--- src/rtl/serial_alu_ctrl.sv ---
// Bit-serial ALU sequencer driving an external 1-bit slice, LSB first; WIDTH cycles per op (2*WIDTH for SLT),
// done one cycle after the last bit. start is only accepted in IDLE, so requests while busy are dropped.
module serial_alu_ctrl #(
  parameter int WIDTH = 8
) (
  input  logic             clk,
  input  logic             reset_n,
  input  logic             start,
  input  logic [2:0]       op_sel,
  input  logic [WIDTH-1:0] a_in,
  input  logic [WIDTH-1:0] b_in,
  output logic             busy,
  output logic             done,
  output logic [WIDTH-1:0] y,
  output logic             carry_out,
  output logic             overflow,
  output logic             zero,
  output logic             alu_a,
  output logic             alu_b,
  output logic             alu_a_invert,
  output logic             alu_b_invert,
  output logic             alu_carry_in,
  output logic             alu_less,
  output logic [1:0]       alu_op,
  input  logic             alu_result,
  input  logic             alu_carry
);

  localparam int CW = (WIDTH > 1) ? $clog2(WIDTH) : 1;
  localparam logic [CW-1:0] LAST = CW'(WIDTH - 1);

  localparam logic [2:0] OP_AND = 3'b000;
  localparam logic [2:0] OP_OR  = 3'b001;
  localparam logic [2:0] OP_ADD = 3'b010;
  localparam logic [2:0] OP_SUB = 3'b011;
  localparam logic [2:0] OP_SLT = 3'b100;
  localparam logic [2:0] OP_NOR = 3'b101;

  localparam logic [1:0] SL_AND  = 2'd0;
  localparam logic [1:0] SL_OR   = 2'd1;
  localparam logic [1:0] SL_SUM  = 2'd2;
  localparam logic [1:0] SL_LESS = 2'd3;

  typedef enum logic [1:0] {
    S_IDLE,
    S_RUN,
    S_SLT2,
    S_DONE
  } state_t;

  state_t           state_q, state_d;
  logic [CW-1:0]    cnt_q, cnt_d;
  logic             carry_q, carry_d;
  logic [WIDTH-1:0] a_q, a_d;
  logic [WIDTH-1:0] b_q, b_d;
  logic [2:0]       op_q, op_d;
  logic [WIDTH-1:0] sreg_q, sreg_d;
  logic             set_q, set_d;
  logic             cout_q, cout_d;
  logic [WIDTH-1:0] y_q, y_d;
  logic             carry_out_q, carry_out_d;
  logic             overflow_q, overflow_d;
  logic             zero_q, zero_d;
  logic             busy_q, busy_d;
  logic             done_q, done_d;

  logic is_sub, is_slt, is_addsub;

  assign is_slt    = (op_q == OP_SLT);
  assign is_sub    = (op_q == OP_SUB) || is_slt;
  assign is_addsub = (op_q == OP_ADD) || (op_q == OP_SUB);

  assign busy      = busy_q;
  assign done      = done_q;
  assign y         = y_q;
  assign carry_out = carry_out_q;
  assign overflow  = overflow_q;
  assign zero      = zero_q;

  // Slice drive is decoded from registered state only, so it is quiet in IDLE/DONE and under reset.
  always_comb begin
    alu_a        = 1'b0;
    alu_b        = 1'b0;
    alu_a_invert = 1'b0;
    alu_b_invert = 1'b0;
    alu_carry_in = 1'b0;
    alu_less     = 1'b0;
    alu_op       = SL_AND;
    if (state_q == S_RUN || state_q == S_SLT2) begin
      alu_a        = a_q[cnt_q];
      alu_b        = b_q[cnt_q];
      alu_carry_in = (cnt_q == '0) ? is_sub : carry_q;
    end
    if (state_q == S_RUN) begin
      case (op_q)
        OP_OR:  alu_op = SL_OR;
        OP_NOR: begin
          alu_a_invert = 1'b1;
          alu_b_invert = 1'b1;
          alu_op       = SL_AND;
        end
        OP_ADD: alu_op = SL_SUM;
        OP_SUB, OP_SLT: begin
          alu_b_invert = 1'b1;
          alu_op       = SL_SUM;
        end
        default: alu_op = SL_AND;
      endcase
    end else if (state_q == S_SLT2) begin
      alu_b_invert = 1'b1;
      alu_op       = SL_LESS;
      alu_less     = (cnt_q == '0) ? set_q : 1'b0;
    end
  end

  always_comb begin
    state_d     = state_q;
    cnt_d       = cnt_q;
    carry_d     = carry_q;
    a_d         = a_q;
    b_d         = b_q;
    op_d        = op_q;
    sreg_d      = sreg_q;
    set_d       = set_q;
    cout_d      = cout_q;
    y_d         = y_q;
    carry_out_d = carry_out_q;
    overflow_d  = overflow_q;
    zero_d      = zero_q;
    busy_d      = busy_q;
    done_d      = 1'b0;

    case (state_q)
      S_IDLE: begin
        if (start) begin
          a_d     = a_in;
          b_d     = b_in;
          op_d    = op_sel;
          cnt_d   = '0;
          carry_d = 1'b0;
          busy_d  = 1'b1;
          state_d = S_RUN;
        end
      end

      S_RUN, S_SLT2: begin
        sreg_d  = {alu_result, sreg_q[WIDTH-1:1]};
        carry_d = alu_carry;
        cnt_d   = cnt_q + CW'(1);
        if (cnt_q == LAST) begin
          cnt_d = '0;
          if (state_q == S_RUN && is_slt) begin
            // Sign of a-b corrected by overflow gives the signed less-than bit.
            set_d   = alu_result ^ (alu_carry_in ^ alu_carry);
            cout_d  = alu_carry;
            state_d = S_SLT2;
          end else begin
            y_d     = sreg_d;
            zero_d  = (sreg_d == '0);
            busy_d  = 1'b0;
            done_d  = 1'b1;
            state_d = S_DONE;
            if (state_q == S_SLT2) begin
              carry_out_d = cout_q;
              overflow_d  = 1'b0;
            end else begin
              carry_out_d = is_addsub ? alu_carry : 1'b0;
              overflow_d  = is_addsub ? (alu_carry_in ^ alu_carry) : 1'b0;
            end
          end
        end
      end

      S_DONE: begin
        state_d = S_IDLE;
      end

      default: begin
        state_d = S_IDLE;
        busy_d  = 1'b0;
      end
    endcase
  end

  always_ff @(posedge clk or negedge reset_n) begin
    if (!reset_n) begin
      state_q     <= S_IDLE;
      cnt_q       <= '0;
      carry_q     <= 1'b0;
      a_q         <= '0;
      b_q         <= '0;
      op_q        <= OP_AND;
      sreg_q      <= '0;
      set_q       <= 1'b0;
      cout_q      <= 1'b0;
      y_q         <= '0;
      carry_out_q <= 1'b0;
      overflow_q  <= 1'b0;
      zero_q      <= 1'b0;
      busy_q      <= 1'b0;
      done_q      <= 1'b0;
    end else begin
      state_q     <= state_d;
      cnt_q       <= cnt_d;
      carry_q     <= carry_d;
      a_q         <= a_d;
      b_q         <= b_d;
      op_q        <= op_d;
      sreg_q      <= sreg_d;
      set_q       <= set_d;
      cout_q      <= cout_d;
      y_q         <= y_d;
      carry_out_q <= carry_out_d;
      overflow_q  <= overflow_d;
      zero_q      <= zero_d;
      busy_q      <= busy_d;
      done_q      <= done_d;
    end
  end

endmodule

--- config.mk ---
export PLATFORM = sky130hd
export DESIGN_NAME = serial_alu_ctrl
export DESIGN_NICKNAME = d
export VERILOG_FILES = /design/src/rtl/serial_alu_ctrl.sv
export SDC_FILE = /design/constraint.sdc
export NUM_CORES = 1
export LEC_CHECK = 0
export BUFFER_PORTS_ARGS = -buffer_cell sky130_fd_sc_hd__clkbuf_2
export CAP_MARGIN = 20
export CORE_MARGIN = 1
export CORE_UTILIZATION = 54
export DETAILED_ROUTE_END_ITERATION = 7
export GPL_TIMING_DRIVEN = 0
export PLACE_DENSITY_LB_ADDON = 0.2
export SLEW_MARGIN = 20
export SYNTH_ARGS = -nofsm -noshare
export SYNTH_HDL_FRONTEND = slang
export SYNTH_SLANG_ARGS = --single-unit
--- constraint.sdc ---
create_clock -name clk -period 2.28 [get_ports clk]
set_input_delay 0.57 -clock clk [delete_from_list [all_inputs] [get_ports clk]]
set_output_delay 0.57 -clock clk [all_outputs]
set_load 0.005 [all_outputs]
Word level (Yosys, flattened, before mapping)
Index checks and enable logic that the tools add are counted.

Register bits after elaboration: 48. Input port bits: 24. Output and inout port bits: 21. Word-level logic and storage cells: 88.

Add/subtract/negate cells: 1. Order comparisons: 1. Eq/ne operators: 12. Muxes and demuxes: 39. Bitwise logic cells: 3. Reduce and logical (&&, ||, !) cells: 17.

Operators with widths (count): two-way mux 1 bit (26); equality test 3 bit (second input constant) (3); zero test 8 bit (1); two-way mux 2 bit (4); binary-select mux 1 bit (select 3 bit) (2); equality test 3 x 2 -> 1 bit (second input constant) (2); two-way mux 3 bit (2); != test 2 bit (second input constant) (3); case mux 2 bit (3 select lines) (1); case mux 3 bit (2 select lines) (1); AND reduction 2 bit (3); AND reduction 3 bit (2); OR reduction 3 bit (2); equality test 2 bit (second input constant) (2); less-than comparator 3 x 4 -> 1 bit (second input constant) (1); case mux 1 bit (2 select lines) (2); case mux 2 bit (2 select lines) (1); AND reduction 4 bit (1); adder 3 x 1 -> 3 bit (second input constant) (1); equality test 3 x 1 -> 1 bit (second input constant) (1); zero test 3 bit (1); logical OR 1 bit (3); equality test 2 x 1 -> 1 bit (second input constant) (1); zero test 2 bit (1); other kinds (5) (6).

Longest topological paths before layout
Word-level depth: 7. Depth in mapped cells: 9.

Worst setup path after synthesis
OpenSTA, ideal clock, no wires.

Path type: flip-flop to output port. Start: reg state_q[0]. End: out alu_a. Data arrival time: 1.302 ns. Setup slack: 0.408 ns. Cell stages (with the launch flop): 6. Path buffers: 2. Path through: dfrtp_1 > inv_1 > ha_1 > buf_2 > buf_2 > nor2b_1.

Word-level cells in the longest chain between the ends: 3.

Ends and longest elaborated chain: from (decl) (RTL line 51) `state_t state_q, state_d;`; from (signal assigned) (RTL line 203) `state_q <= state_d;`; equality test 2 x 1 -> 1 bit or equality test 2 bit (tied branches) (RTL line 89) `if (state_q == S_RUN || state_q == S_SLT2) begin`; logical OR 1 bit (*) (RTL line 89); two-way mux 1 bit (*) (RTL line 89); to (decl) (RTL line 18) `output logic alu_a,`.

Mark *: on every way between the ends. The rest lies on a longest branch, timed or not.

Worst setup path after layout
Start: reg state_q[1]. End: out alu_op[1].

Word-level cells in the longest chain between the ends: 3.

Ends and longest elaborated chain: equality test 2 bit (RTL line 109) `end else if (state_q == S_SLT2) begin`; two-way mux 2 bit (RTL line 109); two-way mux 2 bit (*) (RTL line 94) `if (state_q == S_RUN) begin`; to (decl) (RTL line 24) `output logic [1:0] alu_op,`.

Marked as above.

==> impl_metrics.toml <==
[place]
numPortBuffers = 44
place_ws_ns = 0.0814
dpl-instance-area_mm2 = 0.00249
place_hpwl_mm = 2.83
gp_congestion = 0.744

[synth]
ys_ff_latch = 47
synth_fp_nets = 221
synth_area_mm2 = 0.00221
syn_inst = 190
syn_area_per_cell_um2 = 11.6
ys_warn_count = 0
synth_compound_area_share_pct = 5.33
yosys-mux-area-fraction_pct = 20.6
synth_seq_area_share_pct = 53.3
synth_top_family_by_area = "multiplexers"
synthSimpleGateAreaFrac_pct = 12.8
yosysUniqueCellTypes = 24
synth_fa_ha_area_share_pct = 3.97
synth_xor_area_share_pct = 1.19

[pwr]
fin_total_pwr_mw = 3.59
seqPwrFrac_pct = 42.5
p_sw_share_pct = 35.4
ir_worst_vdd_mv = 0.711
pwr-share-comb_pct = 43.5
p_sw_mw = 1.27
clkPwrFrac_pct = 14.0
p_int_mw = 2.32
p_per_area_mw_per_mm2 = 1370
p_leak_nw = 1.31

[setup_path]
cp_slowest_cell = "dfrtp_1"
critPathBufInv = 2
max_stage_delay_ns = 0.42
crit_path_end_kind = "output port"
crit_type = "reg2out"
cp-start-kind = "flip-flop"
required_ns = 1.71
crit_family = "simple AND/OR/NAND/NOR gates"
cp_max_fo = 4
worstPathCellList = "inv_1 > ha_1 > nor2b_2 > nand3b_1 > nand3_1 > clkbuf_2"
crit_arrival_ns = 1.69

[worst_hold_path]
min_path_type = "in2async"

[run_status]
status = "complete, no violations"

[sta]
hold_violations = 0
worst_slew_pin_slew_ns = 0.629
finClkSkew_ns = 0.00909
period_needed_ns = 2.26
final-setup-viol-count = 0
clock.fmax_ghz = 0.442
fin_ws_ns = 0.0152
period_share_pct = 99.3
relSlewSlack_pct = 58.1
rsz0062_at_grt = "true"
maxSlewViolCount = 0

[floorplanning]
core-area_mm2 = 0.00380
dieArea_mm2 = 0.00434
die_h_um = 65.9
initial_utilization_pct = 58.1
dieWidth_um = 65.9
io_pins = 45
rows = 22

[drt]
wl_mm = 4.09
routed_via_density = 5.35
drc = 0
wl_per_cell_um = 14.0
ant_nets = 0
num_vias = 1567
firstDrtPassIters = 4
detailedRoute.firstIterationViolations = 63

[clock_tree]
clock_sinks = 47
cts_buffers = 5
cts.clk_slew.worst_paths_ns = 0.09
cts.path.max_buffers = 2
cts_hold_buf = 0
htree_num_levels = 2
clk-insertion-delay-late_ns = 0.31
cts-root-buf = "clkbuf_8"
cts_tree = "yes"

[cells_and_area]
drive_above_1_share_pct = 39.6
final_nets = 275
post-route-util_pct = 69.1
final_area_mm2 = 0.00263
syn2layout_area_growth_pct = 19.0
final_cell_mix = "47 x dfrtp_1, 43 x clkbuf_2, 39 x nand2_1, 28 x mux2_2, 12 x o21ai_0"
final_common_cell = "dfrtp_1"
antenna_cells = 0

[grt]
track_usage_pct = 20.5
overflow = 0
grt_start_max_net_pins = 48
grt_pass1_wl_mm = 6.68
grt_pass1_vias = 1565
antenna_found_initial = 0

[run]
drv_cap = 0
[cells by family (layout without fill, tap and decap cells)]
group / after synthesis / after routing
DFF: 47 / 47
adders and majority gates: 7 / 7
xor gates and xnor gates: 3 / 3
and+or+nand+nor: 61 / 61
AOI/OAI and AO/OA: 21 / 21
buffers and inverters: 14 / 69
muxes: 37 / 37
[synth_stat cells]
master	instances	share of area [%]
and4_1	1	0.40
a32oi_1	2	0.79
o21ai_0	12	2.7
mux2i_1	5	2.3
a21oi_2	1	0.40
inv_1	8	1.4
nor3b_1	1	0.34
nand2_1	39	6.6
nor2b_1	6	1.7
nor2_1	3	0.51
mux4_2	4	4.1
buf_2	6	1.4
xnor2_1	3	1.2
mux2_2	28	14
nand3b_1	3	1.0
nand2b_1	1	0.28
a21oi_1	5	1.1
dfrtp_1	47	53
o22ai_1	1	0.28
and3_1	1	0.28
ha_1	7	4.0
nor4_1	2	0.57
nand3_1	3	0.68
and2b_2	1	0.40
[sequential cells by signal, summed over array words and instances, names as in the netlist]
signal     flops
a_q            8
b_q            8
y              8
sreg_q         7
cnt_q          3
op_q           3
state_q        2
busy           1
carry_out      1
carry_q        1
cout_q         1
done           1
overflow       1
set_q          1
zero           1
[per-stage QoR]
step,TNS (ns),instances,hold slack [ns]
finish,0,293,0.285
global route,-0.258,293,0.349
CTS,0,290,0.323
detailed placement,0,282,0.462
global placement,0,282,0.460
floorplan,0,190,0.274
[final timing paths]
check                                        from  slack [ns]                   end  depth (start not counted)
min reg2reg                      y[4]$_DFFE_PN0P_        0.48      y[4]$_DFFE_PN0P_                          2
max in group asynchronous                 reset_n        1.56  cnt_q[0]$_DFFE_PN0P_                          1
min in group clk                 y[4]$_DFFE_PN0P_        0.48      y[4]$_DFFE_PN0P_                          2
max reg2reg                state_q[1]$_DFFE_PN0P_        0.31    a_q[4]$_DFFE_PN0P_                          5
max                        state_q[1]$_DFFE_PN0P_        0.02             alu_op[1]                          6
min                                       reset_n        0.29     set_q$_DFFE_PN0P_                          1
[final cells by class]
class	count	area [um^2]
plain buffers	5	37.5
clock buffers	5	68.8
clock inverters	3	20.0
fillers	314	1170
inverters	8	30.0
multi-input cells	129	980
flip-flops and latches	47	1180
well taps	48	60.1
repair buffers	48	253
[per-layer routing]
layer  track usage (%)  wire (um)
met5                 0          0
met4              6.79         65
met3              6.38        176
met2              34.1       1970
met1              25.2       1870
[power by group through the flow]
stage | combinational, mW | clock, mW | sequential, mW
2_1_floorplan | 1.07 | 0 | 1.46
3_3_place_gp | 1.43 | 0 | 1.51
3_5_place_dp | 1.47 | 0 | 1.54
4_1_cts | 1.50 | 0.511 | 1.52
5_1_grt | 1.74 | 0.546 | 1.58
6_report | 1.56 | 0.503 | 1.53
[timing repair]
item / in CTS / in global routing
setup buffers: 1 / 3
gates resized for setup: 3 / 4
setup endpoints to repair: 3 / 5
pin swaps: 0 / 1
No activity file was read; power rests on OpenSTA's default activity.
